**config.mk**
```make
export PLATFORM = sky130hd
export DESIGN_NAME = seq_pattern_tx
export DESIGN_NICKNAME = d
export VERILOG_FILES = /design/src/rtl/seq_pattern_tx.sv
export SDC_FILE = /design/constraint.sdc
export NUM_CORES = 1
export LEC_CHECK = 0
export BUFFER_PORTS_ARGS = -buffer_cell sky130_fd_sc_hd__buf_2
export CAP_MARGIN = 40
export CORE_UTILIZATION = 35
export DETAILED_ROUTE_END_ITERATION = 7
export GPL_ROUTABILITY_DRIVEN = 1
export MAX_ROUTING_LAYER = met4
export PLACE_DENSITY_LB_ADDON = 0.3
export SYNTH_ARGS = -nofsm -noshare
export SYNTH_HDL_FRONTEND = slang
export SYNTH_SLANG_ARGS = --single-unit
```
**constraint.sdc**
```tcl
create_clock -name clk_i -period 2.9 [get_ports clk_i]
set_input_delay 0 -clock clk_i [delete_from_list [all_inputs] [get_ports clk_i]]
set_output_delay 0 -clock clk_i [all_outputs]
set_load 0.01 [all_outputs]
```
**src/rtl/seq_pattern_tx.sv**
```systemverilog
// Serial pattern transmitter: shifts a latched WIDTH-bit pattern out MSB-first on a registered
// output for repeat+1 frames, with optional zero gaps, and counts the rising edges it emits.
module seq_pattern_tx #(
  parameter int unsigned WIDTH      = 8,
  parameter int unsigned CNT_W      = 4,
  parameter int unsigned GAP_CYCLES = 1,
  parameter int unsigned EC_W       = 8
) (
  input  logic             clk_i,
  input  logic             rst_i,
  input  logic             start_i,
  input  logic [WIDTH-1:0] pattern_i,
  input  logic [CNT_W-1:0] repeat_i,
  input  logic             abort_i,
  output logic             ready_o,
  output logic             busy_o,
  output logic             w_o,
  output logic             done_o,
  output logic [EC_W-1:0]  edge_cnt_o
);

  localparam int unsigned BitW = $clog2(WIDTH);
  localparam int unsigned GapW = (GAP_CYCLES > 1) ? $clog2(GAP_CYCLES) : 1;

  localparam logic [BitW-1:0] BitLoad = BitW'(WIDTH - 1);
  localparam logic [GapW-1:0] GapLoad = (GAP_CYCLES > 0) ? GapW'(GAP_CYCLES - 1) : '0;

  localparam logic [1:0] StIdle  = 2'd0;
  localparam logic [1:0] StShift = 2'd1;
  localparam logic [1:0] StGap   = 2'd2;
  localparam logic [1:0] StDone  = 2'd3;

  logic [1:0]       state_q, state_d;
  logic [WIDTH-1:0] pat_q, pat_d;
  logic [WIDTH-1:0] shreg_q, shreg_d;
  logic [BitW-1:0]  bit_q, bit_d;
  logic [CNT_W-1:0] frames_q, frames_d;
  logic [GapW-1:0]  gap_q, gap_d;
  logic             w_q, w_d;
  logic             done_q, done_d;
  logic [EC_W-1:0]  edge_q, edge_d;
  logic             accept;
  logic [EC_W-1:0]  edge_base;

  always_comb begin
    state_d  = state_q;
    pat_d    = pat_q;
    shreg_d  = shreg_q;
    bit_d    = bit_q;
    frames_d = frames_q;
    gap_d    = gap_q;
    w_d      = 1'b0;
    done_d   = 1'b0;
    accept   = 1'b0;

    unique case (state_q)
      StIdle: begin
        if (start_i) begin
          accept   = 1'b1;
          pat_d    = pattern_i;
          frames_d = repeat_i;
          w_d      = pattern_i[WIDTH-1];
          shreg_d  = {pattern_i[WIDTH-2:0], 1'b0};
          bit_d    = BitLoad;
          state_d  = StShift;
        end
      end
      StShift: begin
        // bit_q counts the bits still to follow the one currently on w
        if (bit_q != '0) begin
          w_d     = shreg_q[WIDTH-1];
          shreg_d = {shreg_q[WIDTH-2:0], 1'b0};
          bit_d   = bit_q - 1'b1;
        end else if (frames_q == '0) begin
          done_d  = 1'b1;
          state_d = StDone;
        end else begin
          frames_d = frames_q - 1'b1;
          if (GAP_CYCLES > 0) begin
            gap_d   = GapLoad;
            state_d = StGap;
          end else begin
            w_d     = pat_q[WIDTH-1];
            shreg_d = {pat_q[WIDTH-2:0], 1'b0};
            bit_d   = BitLoad;
          end
        end
      end
      StGap: begin
        if (gap_q == '0) begin
          w_d     = pat_q[WIDTH-1];
          shreg_d = {pat_q[WIDTH-2:0], 1'b0};
          bit_d   = BitLoad;
          state_d = StShift;
        end else begin
          gap_d = gap_q - 1'b1;
        end
      end
      StDone: begin
        state_d = StIdle;
      end
      default: begin
        state_d = StIdle;
      end
    endcase

    // Abort beats every other transition; start still wins in IDLE
    if (abort_i && (state_q != StIdle)) begin
      state_d = StIdle;
      w_d     = 1'b0;
      done_d  = 1'b0;
    end
  end

  // w_q is always 0 in IDLE, so a leading 1 at accept registers as a rise
  always_comb begin
    edge_base = accept ? '0 : edge_q;
    edge_d    = edge_base;
    if (w_d && !w_q && (edge_base != {EC_W{1'b1}})) begin
      edge_d = edge_base + 1'b1;
    end
  end

  always_ff @(posedge clk_i or posedge rst_i) begin
    if (rst_i) begin
      state_q  <= StIdle;
      pat_q    <= '0;
      shreg_q  <= '0;
      bit_q    <= '0;
      frames_q <= '0;
      gap_q    <= '0;
      w_q      <= 1'b0;
      done_q   <= 1'b0;
      edge_q   <= '0;
    end else begin
      state_q  <= state_d;
      pat_q    <= pat_d;
      shreg_q  <= shreg_d;
      bit_q    <= bit_d;
      frames_q <= frames_d;
      gap_q    <= gap_d;
      w_q      <= w_d;
      done_q   <= done_d;
      edge_q   <= edge_d;
    end
  end

  assign ready_o    = (state_q == StIdle);
  assign busy_o     = (state_q == StShift) || (state_q == StGap);
  assign w_o        = w_q;
  assign done_o     = done_q;
  assign edge_cnt_o = edge_q;

endmodule

```
==> results of run 1 <==
==> power groups by stage <==
| stage | Combinational (mW) | Sequential [mW] | Clock (mW) |
|---|---|---|---|
| after floorplan | 0.627 | 0.766 | 0 |
| after global placement | 0.789 | 0.782 | 0 |
| after detailed placement | 0.819 | 0.786 | 0 |
| after CTS | 0.829 | 0.780 | 0.545 |
| after global routing | 0.929 | 0.806 | 0.573 |
| final | 0.820 | 0.781 | 0.532 |
==> kinds of logic after synthesis <==
family | Yosys count | share of synthesized area (%)
AND/OR/NAND/NOR | 70 | 19.13
AO/OA/AOI/OAI | 47 | 16.54
flip-flops | 34 | 46.29
buffers and inverters | 18 | 3.948
multiplexers | 10 | 6.059
adder cells (fa/ha/maj) | 9 | 6.127
XOR/XNOR | 4 | 1.906
==> state kept, by name (all words and copies together), names as in the netlist <==
register,flops
edge_cnt_o,8
w_o,1
bit_q,3
state_q,2
pat_q,8
shreg_q,7
done_o,1
frames_q,4
==> worst min path at each step <==
stage,from,cells after the start,slack [ns],end
floorplan,rst_i,1,0.14,bit_q[0]$_DFFE_PP0P_
global placement,rst_i,3,0.12,edge_cnt_o[3]$_DFF_PP0_
detailed placement,rst_i,3,0.13,edge_cnt_o[0]$_DFF_PP0_
CTS,repeat_i[0],3,0.001,frames_q[0]$_DFFE_PP0P_
global route,repeat_i[1],3,0.06,frames_q[1]$_DFFE_PP0P_
finish,repeat_i[0],3,0.01,frames_q[0]$_DFFE_PP0P_
==> worst register-to-register path, delay by kind of cell, from the launching register on <==
kind	cells	cell delay [ns]
and+or+nand+nor	5	0.84
muxes	1	0.38
buffers and inverters	1	0.10
adders and majority gates	2	0.54
DFF	1	0.43
==> cell type report <==
class / count / share of cell area (%)
clock inverter: 3 / 3.014
sequential: 34 / 37.26
multi-input combinational: 140 / 40.05
timing repair buffer: 39 / 10.85
tap: 70 / 3.836
clock buffer: 5 / 3.014
inverter: 12 / 1.973
==> metrics by stage <==
step | total power, mW | worst slack [ns] | hold WS, ns | instances
2_1_floorplan | 1.393 | 0.6788 | 0.1416 | 192
3_3_place_gp | 1.571 | 0.6079 | 0.1236 | 286
3_5_place_dp | 1.605 | 0.5321 | 0.1270 | 286
4_1_cts | 2.154 | 0.5153 | 0.001153 | 303
5_1_grt | 2.307 | 0.3144 | 0.06151 | 303
6_report | 2.133 | 0.4963 | 0.01063 | 303
==> placed cells by master, fill, tap and decap left out, drive strengths merged, types with 3 or more instances in the layout <==
master	count
a31oi	4
clkbuf	5
a22oi	6
buf	30
nand2	28
dlygate4sd3	9
dfrtp	34
a21oi	10
ha	9
o21ai	18
nor3	6
xor2	3
and2	4
inv	12
mux2	9
nor2b	4
nand3	3
nor2	16
==> routing by layer <==
metal / wire length (um) / vias up / part of all wire, % / track usage (%)
li1: - / 746 / - / -
met1: 1817 / 712 / 47 / 20.61
met2: 1877 / 30 / 48 / 25.93
met3: 172 / 4 / 4.4 / 4.878
met4: 40 / 0 / 1.0 / 6.289
met5: 0 / - / 0 / -
==> repair_timing <==
item / 4_1_cts / 5_1_grt
hold buffers: 9 / 0
hold endpoints to repair: 42 / 0
endpoints found under the setup margin: 0 / 0
gates resized for setup: 0 / 0
==> flow_summary.ini, run 1 <==
[pwr]
max-vdd-ir-drop_v = 0.0004345
combinationalPowerShare_pct = 38.5
p_int_mw = 1.363
power.switching_mw = 0.7701
clock_power_share_pct = 24.9
p_sw_share_pct = 36.11
power.leakage_nw = 1.033
seqPwrFrac_pct = 36.6
power.density_cell_area_nw_per_um2 = 934.0

[placed_design]
buffer_ports.inserted = 27
dp.final_hpwl_um = 2720
gp_congestion = 0.7772
dpl-instance-area_um2 = 2056

[critical_path]
endpoint = edge_cnt_o[1]$_DFF_PP0_
max_stage_delay_ns = 0.43
reg2reg_to = edge_cnt_o[1]$_DFF_PP0_
timing_worst_setup_path_type = reg -> reg
timing.critical_path.buf_inv = 1
crit_slowest_cell = dfrtp_1
critical-path-top-delay-family = simple AND/OR/NAND/NOR gates
critical_path.startpoint = state_q[0]$_DFFE_PP0P_
timing.rr.start = state_q[0]$_DFFE_PP0P_
timing.critical_path.required_ns = 3.08
timing.critical_path.depth = 9
start_kind = flop
critical_path.endpoint_type = flop
cp.arrival_ns = 2.58
r2r_cells = 9
rrSetupSlack_ns = 0.50
worstPathCellList = inv_1 > ha_1 > nand2_1 > and2_1 > ha_1 > nand2_1 > nor4_2 > nor3_4 > mux2_2
worst-path-max-fanout = 9

[sta]
final_hold_viol_count = 0
share_of_the_cycle_needed_by_the_critical_path_after_routing_pct = 82.89
setup-tns-final_ns = 0
timing_worst_slew_pin_value_ns = 0.4969
final.setup_skew_ns = 0.008227
remaining_max_slew_budget_at_the_tightest_pin_pct = 66.65
setup_viol_count_final = 0
grt_setup_unrepaired = no
max_clock_freq_mhz = 416.0
min_period_ns = 2.404
final-max-slew-violation-count = 0

[die]
std_cell_rows = 26
coreArea_um2 = 5075
num_io_pins = 28
floorplan.die.height_um = 74.47
die_w_um = 74.47
initial_core_util_pct = 36.22
floorplan.die_area_um2 = 5545

[logic_synthesis]
synth-edff-count = 0
synth.ff_latch_count = 34
syn_area_per_cell_um2 = 9.573
synth_top_cell_area_share_pct = 46.29
synth_common_cells = dfrtp_1 (34), nand2_1 (28), o21ai_0 (17), nor2_1 (16), inv_1 (12)
netlist_instances = 192
netlist-cell-type-count = 38
synth_sequential_area_ratio_pct = 46.29
ys.flop_type = dfrtp_1
synth-warning-count = 0
yosysTopAreaCell = dfrtp_1
synthesized_nets = 217
synth_area_um2 = 1838
netlist_top_cells_area = dfrtp_1 (46%), ha_1 (6.1%), nand2_1 (5.7%), mux2_2 (5.5%), o21ai_0 (4.6%)
synth.most_common_cell = dfrtp_1
synthArstFlopShare_pct = 100.0

[global_route]
grt_pass1_vias = 1418
maximum_number_of_pins_on_one_net_before_global_route_repair = 35
grt_total_ovfl = 0
grt_pass1_wl_um = 6624
gr-usage-all-layers_pct = 16.74
grt_antenna_before_repair = 0

[clock_network]
cts.path.max_buffers = 2
total_clock_sinks = 34
clkSlewWorstSetupHoldPaths_ns = 0.07
postCtsSetupBuffers = 0
worst_skew_pair.late_latency_ns = 0.29
tritoncts.num_buffers = 5
clock_tree_from_tritoncts = built
h-tree-depth = 2
clk_root_buffer_cell = clkbuf_8

[route]
vias_per_cell = 4.924
route.vias.total = 1492
drcViolationCount = 0
detailedRoute.firstPassIterationCount = 4
postRouteWirelength_um = 3907
route.antenna.remaining_nets = 0
wl_per_cell_um = 12.89
drtIter0Drc = 33

[cells_and_area]
num-nets-final = 257
register_area_um2 = 850.8
fillers = 499
postLayoutCoreUtil_pct = 45.00
post_route_cells_drive_above_1_share_pct = 23.61
final_cell_area_um2 = 2283
area_of_combinational_cells_with_multiple_inputs_um2 = 914.6
synth_to_layout_area_growth_pct = 24.23
antenna-diode-count = 0

[hold_path]
worst_min_path_class = in -> reg

[outcome]
outcome = completed

[run]
drv_cap = 0
Note: power is estimated with default switching activity, not from simulation.
==> run 2: changes to the inputs <==
==> constraint.sdc (replaced) <==
create_clock -name clk_i -period 1.99 [get_ports clk_i]
set_input_delay 0 -clock clk_i [delete_from_list [all_inputs] [get_ports clk_i]]
set_output_delay 0 -clock clk_i [all_outputs]
set_load 0.01 [all_outputs]
==> flow_summary.ini, run 2 (synthesis gave the netlist of run 1 again) <==
[die]
num_io_pins = 28
die_w_um = 74.47
std_cell_rows = 26
initial_core_util_pct = 36.22
floorplan.die_area_um2 = 5545
coreArea_um2 = 5075
floorplan.die.height_um = 74.47

[outcome]
outcome = completed

[sta]
final.setup_skew_ns = 0.009913
final_hold_viol_count = 0
min_period_ns = 1.918
remaining_max_slew_budget_at_the_tightest_pin_pct = 70.81
final-max-slew-violation-count = 0
setup_viol_count_final = 0
timing_worst_slew_pin_value_ns = 0.4379
max_clock_freq_mhz = 521.5
setup-tns-final_ns = 0
share_of_the_cycle_needed_by_the_critical_path_after_routing_pct = 96.36
whs_ns = 0.01415

[cells_and_area]
antenna-diode-count = 0
area_of_combinational_cells_with_multiple_inputs_um2 = 997.2
post_route_cells_drive_above_1_share_pct = 32.26
register_area_um2 = 850.8
final_cell_mix = dfrtp_1 (34), buf_2 (27), nand2_1 (26)
fillers = 496
num-nets-final = 272
final_common_cell = dfrtp_1
synth_to_layout_area_growth_pct = 32.74

[pwr]
max-vdd-ir-drop_v = 0.0005808
power.leakage_nw = 1.119
power.density_cell_area_nw_per_um2 = 1280

[route]
postRouteWirelength_um = 3871
vias_per_cell = 4.858
wl_per_cell_um = 12.17
route.vias.total = 1545
route.antenna.remaining_nets = 0
detailedRoute.firstPassIterationCount = 4
drcViolationCount = 0
drtIter0Drc = 70

[global_route]
gr-usage-all-layers_pct = 16.48
grt_pass1_vias = 1486
grt_total_ovfl = 0
grt_pass1_wl_um = 6637
maximum_number_of_pins_on_one_net_before_global_route_repair = 35
grt_antenna_before_repair = 0

[critical_path]
start_kind = flop
endpoint = edge_cnt_o[1]$_DFF_PP0_
timing.rr.start = state_q[0]$_DFFE_PP0P_
r2r_cells = 7
rrSetupSlack_ns = 0.07
cp.arrival_ns = 2.08
critical_path.startpoint = state_q[0]$_DFFE_PP0P_
worst-path-max-fanout = 7
timing.critical_path.required_ns = 2.15
critical_path.endpoint_type = flop
reg2reg_to = edge_cnt_o[1]$_DFF_PP0_
timing_worst_setup_path_type = reg -> reg

[clock_network]
cts.path.max_buffers = 2
clk_root_buffer_cell = clkbuf_8
worst_skew_pair.late_latency_ns = 0.29
tritoncts.num_buffers = 5
total_clock_sinks = 34
clock_tree_from_tritoncts = built
clkSlewWorstSetupHoldPaths_ns = 0.08
h-tree-depth = 2

[hold_path]
worst_min_path_class = in -> reg

[placed_design]
dp.final_hpwl_um = 2713
gp_congestion = 0.8446
buffer_ports.inserted = 27

[run]
drv_cap = 0
-- run 2: what timing repair did --
action	4_1_cts	5_1_grt
setup buffers	0	4
gates resized for setup	0	10
setup endpoints to repair	0	8
hold endpoints to repair	42	0
hold buffers	9	0
-- run 2: how the worst min path moves through the flow --
stage,from,end,slack [ns],cells after the start
detailed placement,rst_i,bit_q[1]$_DFFE_PP0P_,0.13,3
floorplan,rst_i,bit_q[0]$_DFFE_PP0P_,0.14,1
global route,repeat_i[1],frames_q[1]$_DFFE_PP0P_,0.03,3
global placement,rst_i,bit_q[2]$_DFFE_PP0P_,0.12,3
finish,repeat_i[0],frames_q[0]$_DFFE_PP0P_,0.01,3
CTS,repeat_i[0],frames_q[0]$_DFFE_PP0P_,0.01,3
-- run 2: cell type report --
type	instances	share of cell area [%]
tap	70	3.590
timing repair buffer	54	14.92
clock inverter	2	0.5128
multi-input combinational	140	40.87
inverter	12	1.846
sequential	34	34.87
clock buffer	6	3.385
-- run 2: critical path, stage by stage, from the launching register on --
cell and delay, ns:
dfrtp_1 0.39, inv_2 0.08, ha_4 0.14, buf_6 0.11, nor2b_4 0.04, or3_4 0.37
nor3_4 0.32, mux2_4 0.34
-- run 2: per-layer routing --
metal  GRT usage, %  vias to the layer above  share of wire (%)
li1               -                      772                  -
met3          3.659                        7                3.1
met2          27.33                       25                 48
met1          19.42                      741                 47
met5              -                        -                  0
met4          6.289                        0                1.5
-- run 2: per-stage QoR --
| stage | power (mW) | util (%) | instances | worst slack, ns | cell area [um2] |
|---|---|---|---|---|---|
| after global placement | 2.434 | 42.78 | 297 | 0.08616 | 2171 |
| after global routing | 3.399 | 48.08 | 318 | -0.001642 | 2440 |
| after floorplan | 2.082 | - | 192 | 0.001007 | 1871 |
| after CTS | 3.024 | 46.43 | 314 | 0.0002705 | 2356 |
| after detailed placement | 2.459 | 42.78 | 297 | 0.03579 | 2171 |
| final | 3.124 | 48.08 | 318 | 0.07235 | 2440 |
-- run 2: report_power, final --
part / internal [mW] / switching [mW] / total [mW]
clock: 0.278 / 0.261 / 0.539
combinational: 0.717 / 0.741 / 1.46
sequential: 0.957 / 0.169 / 1.13
==> run 3: changes to the inputs <==
--- a/config.mk
+++ b/config.mk
@@ -7,7 +7,9 @@
 export LEC_CHECK = 0
 export BUFFER_PORTS_ARGS = -buffer_cell sky130_fd_sc_hd__buf_2
 export CAP_MARGIN = 40
-export CORE_UTILIZATION = 35
+export CELL_PAD_IN_SITES_DETAIL_PLACEMENT = 0
+export CELL_PAD_IN_SITES_GLOBAL_PLACEMENT = 2
+export CORE_UTILIZATION = 31
 export DETAILED_ROUTE_END_ITERATION = 7
 export GPL_ROUTABILITY_DRIVEN = 1
 export MAX_ROUTING_LAYER = met4
==> flow_summary.ini, run 3 (synthesis gave the netlist of run 1 again) <==
[outcome]
outcome = completed

[global_route]
grt_total_ovfl = 0
grt_antenna_before_repair = 0
grt_pass1_vias = 1536
gr-usage-all-layers_pct = 15.49
maximum_number_of_pins_on_one_net_before_global_route_repair = 35
grt_pass1_wl_um = 7251

[route]
wl_per_cell_um = 12.83
route.antenna.remaining_nets = 0
detailedRoute.firstPassIterationCount = 4
drtIter0Drc = 42
postRouteWirelength_um = 4132
route.vias.total = 1570
vias_per_cell = 4.876
drcViolationCount = 0

[sta]
setup_viol_count_final = 0
remaining_max_slew_budget_at_the_tightest_pin_pct = 69.70
max_clock_freq_mhz = 524.4
setup_ws_ns = 0.08320
final-max-slew-violation-count = 0
timing_worst_slew_pin_value_ns = 0.4544
min_period_ns = 1.907
setup-tns-final_ns = 0
whs_ns = 0.007487
share_of_the_cycle_needed_by_the_critical_path_after_routing_pct = 95.82
final_hold_viol_count = 0
final.setup_skew_ns = 0.007129

[cells_and_area]
register_area_um2 = 850.8
area_of_combinational_cells_with_multiple_inputs_um2 = 982.2
synth_to_layout_area_growth_pct = 32.88
final_cell_mix = dfrtp_1 (34), buf_2 (27), nand2_1 (26)
final_cell_area_um2 = 2442
final_cells = 322
post_route_cells_drive_above_1_share_pct = 32.80
final_common_cell = dfrtp_1
fillers = 578
num-nets-final = 274
postLayoutCoreUtil_pct = 43.55
antenna-diode-count = 0

[critical_path]
critical_path.endpoint_type = flop
timing.critical_path.required_ns = 2.17
worst-path-max-fanout = 7
worstPathCellList = buf_4 > ha_2 > or3_4 > nor3_4 > nand4_1 > xor2_1
timing.critical_path.buf_inv = 1
cp.arrival_ns = 2.08
timing_worst_setup_path_type = reg -> reg
crit_slowest_cell = or3_4
critical-path-top-delay-family = simple AND/OR/NAND/NOR gates
start_kind = flop
max_stage_delay_ns = 0.42

[die]
coreArea_um2 = 5608
floorplan.die_area_um2 = 6241
initial_core_util_pct = 32.78
die_w_um = 79
num_io_pins = 28
std_cell_rows = 27
floorplan.die.height_um = 79

[placed_design]
buffer_ports.inserted = 27
dp.final_hpwl_um = 2972
gp_congestion = 0.7624
number_of_instances_in_the_placed_design = 301
dpl-instance-area_um2 = 2188
dpl_worst_slack_ns = 0.02903

[clock_network]
clkSlewWorstSetupHoldPaths_ns = 0.07
cts.path.max_buffers = 2
tritoncts.num_buffers = 5
clk_root_buffer_cell = clkbuf_8
worst_skew_pair.late_latency_ns = 0.29
h-tree-depth = 2
clock_tree_from_tritoncts = built
total_clock_sinks = 34

[hold_path]
worst_min_path_class = in -> reg

[pwr]
power.leakage_nw = 1.123
total_power_mw = 3.156
max-vdd-ir-drop_v = 0.0004403
power.density_cell_area_nw_per_um2 = 1292

[run]
drv_cap = 0
[run 3: timing repair]
item / 4_1_cts / 5_1_grt
resized for setup: 0 / 8
endpoints found under the hold margin: 42 / 0
hold buffers: 9 / 0
setup buffers: 0 / 4
endpoints found under the setup margin: 0 / 6
[run 3: path summary, 6_finish.rpt]
| kind | cells past startpoint | to | slack [ns] | start |
|---|---|---|---|---|
| max reg2reg | 6 | edge_cnt_o[5]$_DFF_PP0_ | 0.08 | state_q[0]$_DFFE_PP0P_ |
| max in group asynchronous | 4 | frames_q[3]$_DFFE_PP0P_ | 1.32 | rst_i |
| min in group asynchronous | 4 | pat_q[0]$_DFFE_PP0P_ | 0.34 | rst_i |
| min reg2reg | 2 | shreg_q[5]$_DFFE_PP0P_ | 0.49 | shreg_q[5]$_DFFE_PP0P_ |
| max | 6 | edge_cnt_o[5]$_DFF_PP0_ | 0.08 | state_q[0]$_DFFE_PP0P_ |
| min | 3 | frames_q[1]$_DFFE_PP0P_ | 0.007 | repeat_i[1] |
[run 3: layout make-up]
| type | instances | area share (%) |
|---|---|---|
| clock buffers | 6 | 3.381 |
| clock inverters | 2 | 0.5123 |
| inverters | 12 | 1.844 |
| multi-input cells | 140 | 40.22 |
| flip-flops and latches | 34 | 34.84 |
| well taps | 72 | 3.689 |
| repair buffers | 56 | 15.52 |
[run 3: worst register-to-register path: stages, from the launching register on]
cell and delay, ns:
dfrtp_1 0.39, buf_4 0.15, ha_2 0.19, or3_4 0.42, nor3_4 0.32, nand4_1 0.15, xor2_1 0.18
[run 3: power breakdown]
part | switching [mW] | total, mW | internal [mW]
registers | 0.173 | 1.13 | 0.957
logic | 0.742 | 1.48 | 0.739
clock network | 0.266 | 0.545 | 0.278
total | 1.18 | 3.16 | 1.97
[run 3: metal layers]
metal	track usage (%)	wire length (um)	vias to the layer above
met5	-	0	-
met4	4.364	30	0
met3	4.138	166	4
met2	24.40	1911	22
met1	19.57	2023	760
li1	-	-	784
